$ cat src/rtl/uart_pkg.sv
// Shared UART definitions: default clock/baud values and the TX queue launch FSM states.
package uart_pkg;

   localparam int CLK_FREQ  = 80_000_000;
   localparam int BAUD_RATE = 115200;

   typedef enum logic [1:0] {
      IDLE      = 2'd0,
      LAUNCH    = 2'd1,
      WAIT_DONE = 2'd2
   } txq_state_e;

endpackage

$ cat src/rtl/uart_byte_fifo.sv
// Single-clock byte FIFO with registered count and an output register loaded on pop.
// Optional UART_TXQ_FLUSH_EN adds flush_i, which empties the queue in one cycle.
module uart_byte_fifo #(
   parameter int DEPTH = 16,
   localparam int ADDR_W = $clog2(DEPTH)
) (
   input  logic              clk_i,
   input  logic              rst_i,
   input  logic              push_i,
   input  logic [7:0]        wr_data_i,
   input  logic              pop_i,
`ifdef UART_TXQ_FLUSH_EN
   input  logic              flush_i,
`endif
   output logic [7:0]        rd_data_o,
   output logic [ADDR_W:0]   count_o,
   output logic              full_o,
   output logic              empty_o
);

   logic [7:0]        mem_q [DEPTH];
   logic [ADDR_W-1:0] wr_ptr_q, wr_ptr_d;
   logic [ADDR_W-1:0] rd_ptr_q, rd_ptr_d;
   logic [ADDR_W:0]   count_q, count_d;
   logic [7:0]        rd_data_q, rd_data_d;
   logic              push_ok, pop_ok;

   assign full_o    = (count_q == (ADDR_W+1)'(DEPTH));
   assign empty_o   = (count_q == '0);
   assign count_o   = count_q;
   assign rd_data_o = rd_data_q;

   always_comb begin
`ifdef UART_TXQ_FLUSH_EN
      push_ok = push_i && !full_o && !flush_i;
      pop_ok  = pop_i && !empty_o && !flush_i;
`else
      push_ok = push_i && !full_o;
      pop_ok  = pop_i && !empty_o;
`endif
      wr_ptr_d  = wr_ptr_q;
      rd_ptr_d  = rd_ptr_q;
      rd_data_d = rd_data_q;
      count_d   = count_q + (ADDR_W+1)'(push_ok) - (ADDR_W+1)'(pop_ok);
      if (push_ok) begin
         wr_ptr_d = wr_ptr_q + ADDR_W'(1);
      end
      if (pop_ok) begin
         rd_data_d = mem_q[rd_ptr_q];
         rd_ptr_d  = rd_ptr_q + ADDR_W'(1);
      end
`ifdef UART_TXQ_FLUSH_EN
      // Flush drops everything queued; the output register keeps the in-flight byte.
      if (flush_i) begin
         rd_ptr_d = wr_ptr_q;
         count_d  = '0;
      end
`endif
   end

   always_ff @(posedge clk_i or posedge rst_i) begin
      if (rst_i) begin
         wr_ptr_q  <= '0;
         rd_ptr_q  <= '0;
         count_q   <= '0;
         rd_data_q <= 8'h00;
      end else begin
         wr_ptr_q  <= wr_ptr_d;
         rd_ptr_q  <= rd_ptr_d;
         count_q   <= count_d;
         rd_data_q <= rd_data_d;
      end
   end

   // Storage is deliberately left out of reset.
   always_ff @(posedge clk_i) begin
      if (push_ok) begin
         mem_q[wr_ptr_q] <= wr_data_i;
      end
   end

endmodule

$ cat src/rtl/uart_tx_queue.sv
// Byte queue feeding the UART transmitter through the tx_start/tx_busy/tx_done handshake.
// Defining UART_TXQ_FLUSH_EN adds a flush input that discards all queued bytes.
module uart_tx_queue
   import uart_pkg::*;
#(
   parameter int DEPTH = 16,
   localparam int ADDR_W = $clog2(DEPTH)
) (
   input  logic              clk,
   input  logic              rst,
   input  logic [7:0]        wr_data,
   input  logic              wr_en,
   input  logic              ovf_clr,
`ifdef UART_TXQ_FLUSH_EN
   input  logic              flush,
`endif
   output logic              full,
   output logic              empty,
   output logic [ADDR_W:0]   count,
   output logic              overflow,
   output logic [7:0]        tx_data,
   output logic              tx_start,
   input  logic              tx_busy,
   input  logic              tx_done
);

   txq_state_e state_q, state_d;
   logic       tx_start_q, tx_start_d;
   logic       overflow_q, overflow_d;
   logic       launch_ok;
   logic       pop;

   uart_byte_fifo #(
      .DEPTH(DEPTH)
   ) u_fifo (
      .clk_i     (clk),
      .rst_i     (rst),
      .push_i    (wr_en),
      .wr_data_i (wr_data),
      .pop_i     (pop),
`ifdef UART_TXQ_FLUSH_EN
      .flush_i   (flush),
`endif
      .rd_data_o (tx_data),
      .count_o   (count),
      .full_o    (full),
      .empty_o   (empty)
   );

   // tx_busy also blocks launches over a frame this queue did not start.
`ifdef UART_TXQ_FLUSH_EN
   assign launch_ok = !empty && !tx_busy && !flush;
`else
   assign launch_ok = !empty && !tx_busy;
`endif

   always_comb begin
      state_d    = state_q;
      tx_start_d = 1'b0;
      pop        = 1'b0;
      case (state_q)
         IDLE: begin
            if (launch_ok) begin
               pop        = 1'b1;
               tx_start_d = 1'b1;
               state_d    = LAUNCH;
            end
         end
         LAUNCH: begin
            state_d = WAIT_DONE;
         end
         WAIT_DONE: begin
            if (tx_done) begin
               state_d = IDLE;
            end
         end
         default: begin
            state_d = IDLE;
         end
      endcase
   end

   // A write that overflows in the same cycle as ovf_clr keeps the flag set.
   always_comb begin
      overflow_d = overflow_q;
      if (ovf_clr) begin
         overflow_d = 1'b0;
      end
      if (wr_en && full) begin
         overflow_d = 1'b1;
      end
   end

   always_ff @(posedge clk or posedge rst) begin
      if (rst) begin
         state_q    <= IDLE;
         tx_start_q <= 1'b0;
         overflow_q <= 1'b0;
      end else begin
         state_q    <= state_d;
         tx_start_q <= tx_start_d;
         overflow_q <= overflow_d;
      end
   end

   assign tx_start = tx_start_q;
   assign overflow = overflow_q;

endmodule

$ cat config.mk
export PLATFORM = sky130hd
export DESIGN_NAME = uart_tx_queue
export DESIGN_NICKNAME = d
export VERILOG_FILES = /design/src/rtl/uart_pkg.sv /design/src/rtl/uart_byte_fifo.sv /design/src/rtl/uart_tx_queue.sv
export SDC_FILE = /design/constraint.sdc
export NUM_CORES = 1
export LEC_CHECK = 0
export CELL_PAD_IN_SITES_DETAIL_PLACEMENT = 0
export CELL_PAD_IN_SITES_GLOBAL_PLACEMENT = 1
export CORE_MARGIN = 3
export CORE_UTILIZATION = 42
export CTS_CLUSTER_SIZE = 16
export DETAILED_ROUTE_END_ITERATION = 7
export HOLD_SLACK_MARGIN = 0.05
export MAX_ROUTING_LAYER = met4
export PLACE_DENSITY = 0.73
export SYNTH_ARGS = -nofsm -noshare
export SYNTH_HDL_FRONTEND = slang
export SYNTH_HIERARCHICAL = 1
export SYNTH_SLANG_ARGS = --single-unit
$ cat constraint.sdc
create_clock -name clk -period 3 [get_ports clk]
set_input_delay 0.6 -clock clk [delete_from_list [all_inputs] [get_ports clk]]
set_output_delay 0.6 -clock clk [all_outputs]
set_load 0.01 [all_outputs]
Word-level counts from Yosys, hierarchy flattened
Memory sizes are Yosys's and may differ from the RTL's. A register that Yosys moved wholly into a read port is not among the register bits.
Cells that the tools add are included.
{"block": "totals", "word_cells": 36, "mem_count": 1, "register_bits": 17, "out_inout_bits": 17, "ram_bits": 128, "inputBits": 14}
{"block": "classes", "n_eq_ne": 5, "reduce_logical": 11, "add_sub_neg": 4, "mux": 9}
{"memory": "u_fifo.mem_q", "depth": 16, "word_bits": 8, "rd": 1, "rd_clocked_by_memory_dff": 1, "write_ports": 1, "line_no": "uart_byte_fifo.sv:21", "text": "logic [7:0] mem_q [DEPTH];"}
{"cell": "adder 4 x 1 -> 4 bit, second input constant", "count": 2}
{"cell": "two-way mux 1 bit", "count": 6}
{"cell": "one-hot mux 2 bit (3 select lines)", "count": 1}
{"cell": "adder 5 x 1 -> 5 bit", "count": 1}
{"cell": "equality test 5 bit, second input constant", "count": 1}
{"cell": "zero test 5 bit", "count": 1}
{"cell": "subtractor 5 x 1 -> 5 bit", "count": 1}
{"cell": "logical AND 1 bit", "count": 4}
{"cell": "two-way mux 2 bit", "count": 2}
{"cell": "inequality test 2 bit, second input constant", "count": 2}
{"cell": "zero test 1 bit", "count": 3}
{"cell": "equality test 2 x 1 -> 1 bit, second input constant", "count": 1}
{"cell": "equality test 2 bit, second input constant", "count": 1}
{"cell": "zero test 2 bit", "count": 1}
{"cell": "AND reduction 2 bit", "count": 1}
{"cell": "nonzero test 2 bit", "count": 1}

Depth between registers and ports, before layout
{"block": "logic_depth", "ltp_word": 7, "ltp_mapped": 16, "depth_no_buf": 14}

Cells and area by module
The synthesis kept the hierarchy.
{"module": "uart_byte_fifo", "area_each_um2": 6048.3, "n_inst": 1, "cells_per_inst": 303, "seq_area_each_um2": 4369.2}
{"module": "uart_tx_queue", "area_each_um2": 147.6, "n_inst": 1, "cells_per_inst": 12, "seq_area_each_um2": 100.1}

Worst setup path before layout
No wires, ideal clock.
{"block": "synth_timing", "path_kind": "register -> register", "start": "register u_fifo.count_q[3], in the netlist u_fifo/count_o[3]", "end": "register u_fifo.count_q[4], in the netlist u_fifo/count_o[4]", "path_slack_ps": -178, "setup_ps": 124, "period_less_slack_ps": 3178, "t_required_ps": 2876, "path_buffers": 2, "stages_incl_launch_ff": 17, "arrival_ps": 3054, "path_cell_list": "dfrtp_1 inv_1 ha_1 or4b_4 inv_2 buf_4 nor4_1 inv_1 clkbuf_1 nor2_1 ha_1 inv_1 ha_1 fa_1 a21oi_1 o21bai_1 xnor2_1"}
{"block": "synth_between", "elab_chain_cells": 7, "elab_cells_between_ends": 11, "classes_between": "add/sub: 2; eq/ne: 1; mux: 2; reduce/logical: 6"}
{"item": "start, declared", "line_no": "uart_byte_fifo.sv:24", "text": "logic [ADDR_W:0] count_q, count_d;"}
{"item": "start signal, assigned", "line_no": "uart_byte_fifo.sv:70", "text": "count_q <= count_d;"}
{"item": "zero test 5 bit", "line_no": "uart_byte_fifo.sv:29", "text": "assign empty_o = (count_q == '0);"}
{"item": "via empty", "line_no": "uart_tx_queue.sv:18", "text": "output logic empty,"}
{"item": "zero test 1 bit", "line_no": "uart_tx_queue.sv:54", "text": "assign launch_ok = !empty && !tx_busy;"}
{"item": "logical AND 1 bit", "line_no": "uart_tx_queue.sv:54"}
{"item": "two-way mux 1 bit", "line_no": "uart_tx_queue.sv:63", "text": "if (launch_ok) begin"}
{"item": "two-way mux 1 bit", "line_no": "uart_tx_queue.sv:61", "text": "case (state_q)"}
{"item": "via pop", "line_no": "uart_tx_queue.sv:31", "text": "logic pop;"}
{"item": "logical AND 1 bit", "line_no": "uart_byte_fifo.sv:39", "text": "pop_ok = pop_i && !empty_o;"}
{"item": "via u_fifo.pop_ok", "line_no": "uart_byte_fifo.sv:26", "text": "logic push_ok, pop_ok;"}
{"item": "subtractor 5 x 1 -> 5 bit", "line_no": "uart_byte_fifo.sv:44", "text": "count_d = count_q + (ADDR_W+1)'(push_ok) - (ADDR_W+1)'(pop_ok);"}
{"item": "via u_fifo.count_d[4]", "line_no": "uart_byte_fifo.sv:24"}
The timed path passes the listed nets, and every way through them passes these cells.
A chain may end at the register's enable or synchronous reset.

Worst setup path in the final report
{"block": "layout_timing", "start": "register u_fifo.count_q[3], in the netlist u_fifo/count_o[3]", "end": "register u_fifo.count_q[4], in the netlist u_fifo/count_o[4]"}
{"block": "layout_between", "elab_chain_cells": 7, "elab_cells_between_ends": 11, "classes_between": "add/sub: 2; eq/ne: 1; mux: 2; reduce/logical: 6"}
{"item": "zero test 5 bit", "line_no": "uart_byte_fifo.sv:29"}
{"item": "zero test 1 bit", "line_no": "uart_tx_queue.sv:54"}
{"item": "logical AND 1 bit", "line_no": "uart_tx_queue.sv:54"}
{"item": "two-way mux 1 bit", "line_no": "uart_tx_queue.sv:63"}
{"item": "two-way mux 1 bit", "line_no": "uart_tx_queue.sv:61"}
{"item": "via pop", "line_no": "uart_tx_queue.sv:31"}
{"item": "logical AND 1 bit", "line_no": "uart_byte_fifo.sv:39"}
{"item": "via u_fifo.pop_ok", "line_no": "uart_byte_fifo.sv:26"}
{"item": "subtractor 5 x 1 -> 5 bit", "line_no": "uart_byte_fifo.sv:44"}
{"item": "via u_fifo.count_d[4]", "line_no": "uart_byte_fifo.sv:24"}
The timed path passes the listed nets, and every way through them passes these cells.

==> qor.txt <==
=================================================================================================================
Outcome ............................................................................................ complete, no violations
Routed vias ........................................................................................         2976
Maximum number of pins on one net before global-route repair .......................................           35
Number of buffers on the longest clock path ........................................................            2
Post-layout power ..................................................................................      7009 uW
Overall track demand over capacity in global routing ...............................................       15.98%
Number of failing hold endpoints at the final stage ................................................            0
Via density ........................................................................................        5.343
Global routing met2 resource utilization ...........................................................       23.72%
H-tree depth .......................................................................................            4
Crit Path Category .................................................................................   reg -> reg
Synthesized instance count .........................................................................          315
CTS tree ...........................................................................................          yes
Sum Neg Setup Slack ................................................................................         0 ns
Max-cap viol count .................................................................................            0
Starting DRT DRC Count .............................................................................          268
Maximum resistive drop on vdd ......................................................................    0.4325 mV
Slew at the pin closest to its max-slew limit ......................................................    0.8745 ns
Detailed-route wire length .........................................................................     11.65 mm
Worst-Skew Late Latency ............................................................................      0.42 ns
Routability Congestion .............................................................................       0.7876
Setup repair after global routing missed its margin ................................................           no
Cts bufs inserted ..................................................................................           17
Arithmetic-cell share of the synthesized area counting full adders, half adders and majority gates .       2.544%
Pre-CTS worst setup slack ..........................................................................    0.1382 ns
Global route overflow ..............................................................................            0
Required time of the critical path .................................................................      3.30 ns
Tightest slew margin relative to the limit .........................................................       41.63%
Nets ...............................................................................................          390
Dominant combinational cell family by area after synthesis ......................................... multiplexers
Compound-cell area share of the yosys netlist ......................................................       2.262%
Post-Syn Area ...................................................................................... 0.006196 mm2
Final cell count without fillers ...................................................................          557
GR met3 Demand/Resource ............................................................................       3.972%
Max Fclk ...........................................................................................    362.3 MHz
Clock sink total ...................................................................................          153
Number of register bits inferred by synthesis ......................................................          153
Met1 track utilization from global routing .........................................................       20.56%
Register area share after synthesis ................................................................       72.13%
Minimum clock period ...............................................................................     2.760 ns
Syn_nets ...........................................................................................          341
Post-detailed-route count of antenna-violating nets ................................................            0
Pleak ..............................................................................................  0.002579 uW
Final Cycle Share ..................................................................................       92.01%
Number of input and output port buffers inserted ...................................................           30
Post-CTS setup buffer count ........................................................................            0
Share of cell area taken by muxes after synthesis ..................................................       15.25%
Root buffer selected by CTS ........................................................................    clkbuf_16
Vertical die dimension .............................................................................     127.5 um
Antenna violations before repair ...................................................................            0
Simple logic cell fraction of the synthesized area .................................................       3.413%
Detailed-routing iteration count for the pre-antenna-repair pass ...................................            5
Maximum net fanout on the critical path ............................................................            3
Inserted Diodes ....................................................................................            0
Hold-fix buffers at CTS ............................................................................            0
Clock slew at reported path FFs ....................................................................      0.06 ns
Number of failing setup endpoints in the final timing report .......................................            0
Kind of start point of the critical path ...........................................................    flip-flop
Synth Area in XOR/XNOR .............................................................................       1.414%
Number of ports placed on the die boundary .........................................................           31
Crit end category ..................................................................................    flip-flop
GR peak layer ......................................................................................         met2
Syn-to-layout area delta ...........................................................................       17.41%
Share of post-route cells with drive strength above 1 ..............................................       19.63%
Worst Hold Margin ..................................................................................    0.3975 ns
Yosys warns ........................................................................................            6
Detail-routed net length per standard cell .........................................................     20.91 um
Die X-Extent .......................................................................................     127.5 um
First-pass GRT wire length .........................................................................     18.18 mm
Worst setup slack after layout .....................................................................    0.2398 ns
Area of the core ...................................................................................  0.01415 mm2
Data arrival at the endpoint of the critical path ..................................................      3.06 ns
Max-slew violation count ...........................................................................            0
Worst clock skew ...................................................................................  0.009049 ns
Power density over the cells ....................................................................... 963.5 mW/mm2
Post-synthesis area per instance ...................................................................    19.67 um2
DRC errors left ....................................................................................            0
Placed wire-length estimate ........................................................................     7.641 mm
Via count of the first global-routing pass .........................................................         3120
Unique cell type count in the Yosys netlist ........................................................           34
Initial core utilization ...........................................................................       43.79%
Path category of the worst min-delay check .........................................................  in -> async
Standard-cell rows .................................................................................           43
Overall die area ...................................................................................  0.01625 mm2
Number of placed cells counting well taps ..........................................................          525
=================================================================================================================
==> per-stage QoR <==
step	utilization [%]	cell area (um2)
floorplan	-	6216
global placement	47.43	6711
detailed placement	47.43	6711
CTS	51.39	7272
global route	51.41	7274
finish	51.41	7274
==> sequential cells by signal, indices dropped and copies added, names as in the netlist <==
signal            count
u_fifo/count_o        5
overflow              1
u_fifo/mem_q        128
u_fifo/rd_ptr_q       4
state_q               2
tx_start              1
u_fifo/rd_data_o      8
u_fifo/wr_ptr_q       4
==> critical path: stages, from the launching register on <==
cell and delay (ns):
dfrtp_1 0.40, inv_1 0.09, ha_1 0.16, or4b_4 0.49
inv_2 0.09, nor4_2 0.04, inv_1 0.07, nor2_1 0.06
ha_1 0.27, inv_1 0.04, ha_1 0.20, fa_2 0.36
a21oi_1 0.16, o21bai_1 0.09, xnor2_1 0.13
==> synthesized netlist by cell type, drive strengths merged <==
cell type / n / share of area [%]
edfxtp: 128 / 62
mux4: 32 / 12
dfrtp: 25 / 10
inv: 19 / 1.2
mux2i: 16 / 2.6
and2: 12 / 1.2
buf: 12 / 1.8
ha: 11 / 2.2
o21ai: 9 / 0.73
o221ai: 8 / 1.1
nor2: 6 / 0.36
xor2: 6 / 0.85
nor4: 5 / 0.50
xnor2: 4 / 0.57
mux2: 3 / 0.67
nand2: 3 / 0.18
nand3: 3 / 0.24
a21oi: 2 / 0.16
nor3: 2 / 0.16
a21o: 1 / 0.12
and4: 1 / 0.14
clkbuf: 1 / 0.061
fa: 1 / 0.32
nand4: 1 / 0.10
nand4bb: 1 / 0.18
o21bai: 1 / 0.12
or3: 1 / 0.10
or4b: 1 / 0.22
==> cells in the final DEF (no fill, tap or decap), types with 2 or more instances in the layout <==
cell and count:
mux4_1 6, inv_1 18, clkbuf_1 3, nor4_1 4
nor3_1 2, bufinv_16 2, clkbuf_16 17, nand3_1 3
ha_1 11, and2_1 12, xnor2_1 4, mux2i_1 16
nand2_1 3, clkinvlp_4 2, inv_6 2, clkdlybuf4s50_1 29
xor2_1 6, o221ai_1 8, mux4_2 26, mux2_4 2
o21ai_0 9, buf_4 13, dfrtp_1 25, edfxtp_1 128
clkinv_2 4, a21oi_1 2, nor2_1 6
==> report_power, final <==
part	switching, uW	internal [uW]	leakage, uW
Clock	798	1220	0.000272
Combinational	1090	1050	0.000848
Sequential	196	2660	0.00146
Total	2080	4930	0.00258
==> repair_timing <==
| item | CTS | global route |
|---|---|---|
| endpoints found under the hold margin | 0 | 0 |
| setup endpoints to repair | 1 | 1 |
| resized for setup | 1 | 1 |
==> cell families after synthesis <==
logic type | after synthesis
compound gates | 21
xor+xnor | 10
fa+ha+maj | 12
buf+inv | 32
flops | 153
mux | 51
simple gates | 36
==> routing by layer <==
metal	vias up	share of wire (%)
li1	1351	-
met3	21	4.2
met1	1533	44
met4	0	2.7
met5	-	0
met2	71	49
==> final timing paths <==
check	start	endpoint	slack (ns)	cells past startpoint
max	u_fifo/count_o[3]$_DFF_PP0_	u_fifo/count_o[4]$_DFF_PP0_	0.24	14
min	rst	state_q[0]$_DFFE_PP0P_	0.40	2
max reg2reg	u_fifo/count_o[3]$_DFF_PP0_	u_fifo/count_o[4]$_DFF_PP0_	0.24	14
min reg2reg	u_fifo/rd_ptr_q[3]$_DFFE_PP0P_	u_fifo/rd_ptr_q[3]$_DFFE_PP0P_	0.52	1
max in group asynchronous	rst	u_fifo/count_o[1]$_DFF_PP0_	1.76	2
min in group clk	u_fifo/rd_ptr_q[3]$_DFFE_PP0P_	u_fifo/rd_ptr_q[3]$_DFFE_PP0P_	0.52	1
==> layout make-up <==
type                    instances  area, um2
clock buffers                  20      436.7
clock inverters                12      125.1
well taps                     180      225.2
fillers                      1102       6875
inverters                      19      71.32
multi-input cells             130       1550
flip-flops and latches        153       4469
repair buffers                 43      396.6
No activity file was read; power rests on OpenSTA's default activity.
